**config.mk**
```make
export PLATFORM = sky130hd
export DESIGN_NAME = mem_port_arbiter
export DESIGN_NICKNAME = d
export VERILOG_FILES = /design/src/rtl/mem_port_arbiter.sv
export SDC_FILE = /design/constraint.sdc
export NUM_CORES = 1
export LEC_CHECK = 0
export CORE_MARGIN = 2
export CORE_UTILIZATION = 30
export CTS_BUF_LIST = sky130_fd_sc_hd__clkbuf_4 sky130_fd_sc_hd__clkbuf_8
export CTS_CLUSTER_DIAMETER = 30
export CTS_CLUSTER_SIZE = 28
export DETAILED_ROUTE_END_ITERATION = 10
export DONT_BUFFER_PORTS = 1
export PLACE_DENSITY = 0.52
export SYNTH_ARGS = -nofsm -noshare
export SYNTH_HDL_FRONTEND = slang
export SYNTH_SLANG_ARGS = --single-unit
export TNS_END_PERCENT = 30
```
**constraint.sdc**
```tcl
create_clock -name clk -period 1.5 [get_ports clk]
set_input_delay 0.225 -clock clk [delete_from_list [all_inputs] [get_ports clk]]
set_output_delay 0.225 -clock clk [all_outputs]
set_load 0.02 [all_outputs]
```
**src/rtl/mem_port_arbiter.sv**
```systemverilog
// Two-requester round-robin arbiter in front of a single-port synchronous-read memory.
// Optional build macro MEMARB_FIXED_PRIO_EN gives requester A strict priority over B.
module mem_port_arbiter #(
  parameter int ADDR_W = 4,
  parameter int DATA_W = 8
) (
  input  logic              clk,
  input  logic              rst,
  input  logic              a_valid,
  output logic              a_ready,
  input  logic              a_we,
  input  logic [ADDR_W-1:0] a_adr,
  input  logic [DATA_W-1:0] a_dat_w,
  output logic              a_rsp_valid,
  output logic [DATA_W-1:0] a_dat_r,
  input  logic              b_valid,
  output logic              b_ready,
  input  logic              b_we,
  input  logic [ADDR_W-1:0] b_adr,
  input  logic [DATA_W-1:0] b_dat_w,
  output logic              b_rsp_valid,
  output logic [DATA_W-1:0] b_dat_r,
  output logic [ADDR_W-1:0] mem_adr,
  output logic [DATA_W-1:0] mem_dat_w,
  output logic              mem_we,
  input  logic [DATA_W-1:0] mem_dat_r
);

  logic grant_a;
  logic grant_b;
  logic pend_a_reg;
  logic pend_b_reg;

`ifdef MEMARB_FIXED_PRIO_EN
  always_comb begin
    grant_a = a_valid && !rst;
    grant_b = b_valid && !a_valid && !rst;
  end
`else
  // last_b_reg remembers who won most recently; a tie goes to the other side.
  logic last_b_reg;

  always_comb begin
    grant_a = 1'b0;
    grant_b = 1'b0;
    if (!rst) begin
      if (a_valid && b_valid) begin
        grant_a = last_b_reg;
        grant_b = !last_b_reg;
      end else begin
        grant_a = a_valid;
        grant_b = b_valid;
      end
    end
  end

  always_ff @(posedge clk) begin
    if (rst) begin
      last_b_reg <= 1'b1;
    end else if (grant_b) begin
      last_b_reg <= 1'b1;
    end else if (grant_a) begin
      last_b_reg <= 1'b0;
    end
  end
`endif

  always_comb begin
    mem_adr   = '0;
    mem_dat_w = '0;
    mem_we    = 1'b0;
    if (grant_a) begin
      mem_adr   = a_adr;
      mem_dat_w = a_dat_w;
      mem_we    = a_we;
    end else if (grant_b) begin
      mem_adr   = b_adr;
      mem_dat_w = b_dat_w;
      mem_we    = b_we;
    end
  end

  always_ff @(posedge clk) begin
    if (rst) begin
      pend_a_reg <= 1'b0;
      pend_b_reg <= 1'b0;
    end else begin
      pend_a_reg <= grant_a && !a_we;
      pend_b_reg <= grant_b && !b_we;
    end
  end

  assign a_ready = grant_a;
  assign b_ready = grant_b;

  // Gating with rst drops a response whose read was issued just before reset.
  assign a_rsp_valid = pend_a_reg && !rst;
  assign b_rsp_valid = pend_b_reg && !rst;
  assign a_dat_r     = mem_dat_r;
  assign b_dat_r     = mem_dat_r;

endmodule

```
### Word-level counts from Yosys, hierarchy flattened

Index checks and enable logic that the tools add are counted.

* input bits: 38
* bits in registers: 3
* word-level logic and storage cells: 23
* output and inout port bits: 33

* muxes and demuxes: 10
* reduce and logical (&&, ||, !) cells: 10

Operators with widths (number)
* $mux W8: 2
* $mux W4: 2
* $mux W1: 6
* $logic_and A1 B1 Y1: 5
* $logic_not A1 Y1: 4
* $reduce_or A2 Y1: 1

### Logic depth before layout (Yosys ltp)

* depth in word-level cells: 5
* depth in mapped cells: 4
* mapped depth without buffers: 3

### Worst setup path after synthesis

Ideal clock, no wire load.

* path type: register to output
* start point: register last_b_reg
* end point: output mem_adr[0]
* required time: 1.275 ns
* slack: 0.199 ns
* cell stages (with the launch flop): 5
* path buffers: 1
* data arrival time: 1.076 ns
* cell sequence: dfxtp_1 -> nand2b_1 -> buf_4 -> a32oi_1 -> nor2_1

* cells in the longest elaborated chain, start to end: 5
* elaborated cells between the ends (all ways): 7
* those cells by class: mux: 6; reduce/logical: 1

Ends and longest elaborated chain
* start, declared: RTL line 41 `logic last_b_reg;`
* start signal, assigned: RTL line 59 `last_b_reg <= 1'b1;`
* start signal, assigned: RTL line 61 `last_b_reg <= 1'b1;`
* start signal, assigned: RTL line 63 `last_b_reg <= 1'b0;`
* $logic_not A1 Y1: RTL line 49 `grant_b = !last_b_reg;`
* $mux W1: RTL line 47 `if (a_valid && b_valid) begin`
* $mux W1: RTL line 46 `if (!rst) begin`
* $mux W4: RTL line 76 `end else if (grant_b) begin`
* $mux W4 (*): RTL line 72 `if (grant_a) begin`
* end, declared: RTL line 23 `output logic [ADDR_W-1:0] mem_adr,`

Every way passes the cells marked *; elsewhere a longest branch is shown, timed or not.

### Final worst setup path

* start point: register last_b_reg
* end point: output mem_we

* cells in the longest elaborated chain, start to end: 5
* elaborated cells between the ends (all ways): 7
* those cells by class: mux: 6; reduce/logical: 1

Ends and longest elaborated chain
* $logic_not A1 Y1: RTL line 49
* $mux W1: RTL line 47
* $mux W1: RTL line 46
* $mux W1: RTL line 76
* $mux W1 (*): RTL line 72
* end, declared: RTL line 25 `output logic mem_we,`

Marks and branches as above.

==> out/metrics.csv <==
metric;value;unit
grt_pass1_wl;1.73;mm
via_count;448;
clk_path_buf_depth;2;
min_period;1.49;ns
layout-drive-gt1-share;0.433;
grt_use_met1;0.129;
max-vdd-ir-drop;0.560;mV
root_buffer;clkbuf_4;
io_buffers;0;
ios;71;
endpoint_kind;output port;
n_antenna_cell;0;
synth_nets;101;
drc_errors;0;
yosys_warnings;0;
syn_area_per_cell;6.99;um2
cts_made_buffers;3;
grt_max_degree;21;
rsz0062_at_grt;yes;
clk_latency;0.24;ns
grt_util_met3;0.0776;
leakagePower;0.000237;uW
finalHoldViolCount;0;
dp_worst_setup_slack;0.159;ns
grt-ovfl-total;0;
tritoncts;done;
cts_num_sinks;3;
holdWs;0.0600;ns
grtUsageTotal;0.126;
fin_total_pwr;397;uW
fin_area;527;um2
dp.final_hpwl;889;um
synth.area.top_cells;buf_4 (31%), a32oi_1 (26%), dfxtp_1 (14%), nor2_1 (13%), nand2b_1 (2.8%);
met2_usage;0.191;
gp_congestion;0.600;
fin_tns_setup;0;ns
yosysSeqAreaShare;0.136;
slew_headroom;0.733;
die_y;42.3;um
die_w;42.3;um
synth_top_area_frac;0.307;
dieArea;1790;um2
ys_types;12;
syn_to_final_growth;19.6;%
fin_ws;0.00655;ns
core_area;1330;um2
powerDensity;754;nW/um2
antenna_found_initial;0;
top_usage_layer;met2;
fmax;670;MHz
initial_core_util;0.330;
tightest_slew;0.400;ns
synth_area_leader_cell;buf_4;
worst_setup_path_start_kind;flop;
drt_iter0_markers;6;
syn_area;440;um2
drv_cap;0;
htree_levels;1;
setup_violations;0;
place_area;447;um2
rows;13;
postRouteAntennaNets;0;
fin_skew;0.0000692;ns
crit_arrival;1.27;ns
hp-class;in -> reg;
path_max_fanout;5;
syn_inst;63;
drt_wl_total;1.21;mm
ys_ff_latch;3;
drt-wirelength-per-cell;14.8;um
drt-vias-per-instance;5.46;
timing.final.crit_share;0.996;
path_clk_slew;0.04;ns
fin_nets;106;
grt_pass1_vias;413;
critPathRequiredTime;1.27;ns
slew_violations;0;
path_class;reg -> out;
dr.pass1.iters;4;
status;complete, no violations;
## what timing repair did
action | CTS | global route
setup buffers | 0 | 3
gates resized for setup | 3 | 2
pin swaps | 8 | 4
endpoints found under the hold margin | 0 | 0
cloned | 0 | 0
hold buffers | 0 | 0
endpoints found under the setup margin | 11 | 11
## cells by family (layout without fill, tap and decap cells)
group                  after synthesis  in the layout  share of synthesized area
buffers and inverters               21             25                      0.335
AOI/OAI and AO/OA                   15             15                      0.295
and+or+nand+nor                     24             24                      0.233
DFF                                  3              3                      0.136
## stage by stage
step / util / std cells
CTS: 0.370 / 79
global placement: 0.335 / 75
detailed placement: 0.335 / 75
finish: 0.395 / 82
global route: 0.395 / 82
floorplan: - / 63
## power breakdown
group          total, uW  switching (uW)  internal, uW
Combinational        146            73.7          72.4
Clock                163            45.4           118
Sequential          87.8            3.11          84.7
Total                397             122           275
## critical path: stages (launching register included)
cell and delay [ns]:
dfxtp_2 0.33, nand2b_4 0.16, buf_4 0.16, a32oi_1 0.16, nor2_1 0.06, buf_4 0.15
## cells in the final DEF (no fill, tap or decap)
cell | synthesis | final
a32oi_2 | 0 | 1
buf_4 | 18 | 20
nand2_1 | 3 | 3
a32oi_1 | 13 | 12
nor2_1 | 15 | 15
dfxtp_1 | 3 | 2
nor2b_1 | 2 | 2
dfxtp_2 | 0 | 1
nor3_1 | 2 | 2
buf_6 | 0 | 1
o21ai_0 | 1 | 1
clkbuf_4 | 0 | 4
nand2b_1 | 2 | 1
nand2b_4 | 0 | 1
a21boi_4 | 0 | 1
## layout make-up
type / count / area, um2
Fill cell: 143 / 807
Multi-Input combinational cell: 39 / 255
Timing Repair Buffer: 21 / 161
Sequential cell: 3 / 61.3
Clock buffer: 4 / 30.0
Tap cell: 15 / 18.8
## synthesized netlist by cell type
cell,instances
buf_4,18
dfxtp_1,3
clkbuf_1,2
nor2_1,15
nor2b_1,2
buf_2,1
a21boi_2,1
a32oi_1,13
o21ai_0,1
nor3_1,2
nand2b_1,2
nand2_1,3
## metal layers
| metal | routed length (um) | vias up |
|---|---|---|
| met5 | 0 | - |
| met4 | 31 | 0 |
| met3 | 172 | 8 |
| met2 | 576 | 32 |
| met1 | 432 | 189 |
| li1 | - | 219 |
## final timing paths
kind | from | to | slack, ns | cells after the start
max reg2reg | last_b_reg$_SDFFE_PP1P_ | pend_a_reg$_SDFF_PP0_ | 0.57 | 4
min reg2reg | last_b_reg$_SDFFE_PP1P_ | last_b_reg$_SDFFE_PP1P_ | 0.55 | 2
min | b_we | pend_b_reg$_SDFF_PP0_ | 0.06 | 1
max | last_b_reg$_SDFFE_PP1P_ | mem_we | 0.007 | 5
Note: power is estimated with default switching activity, not from simulation.
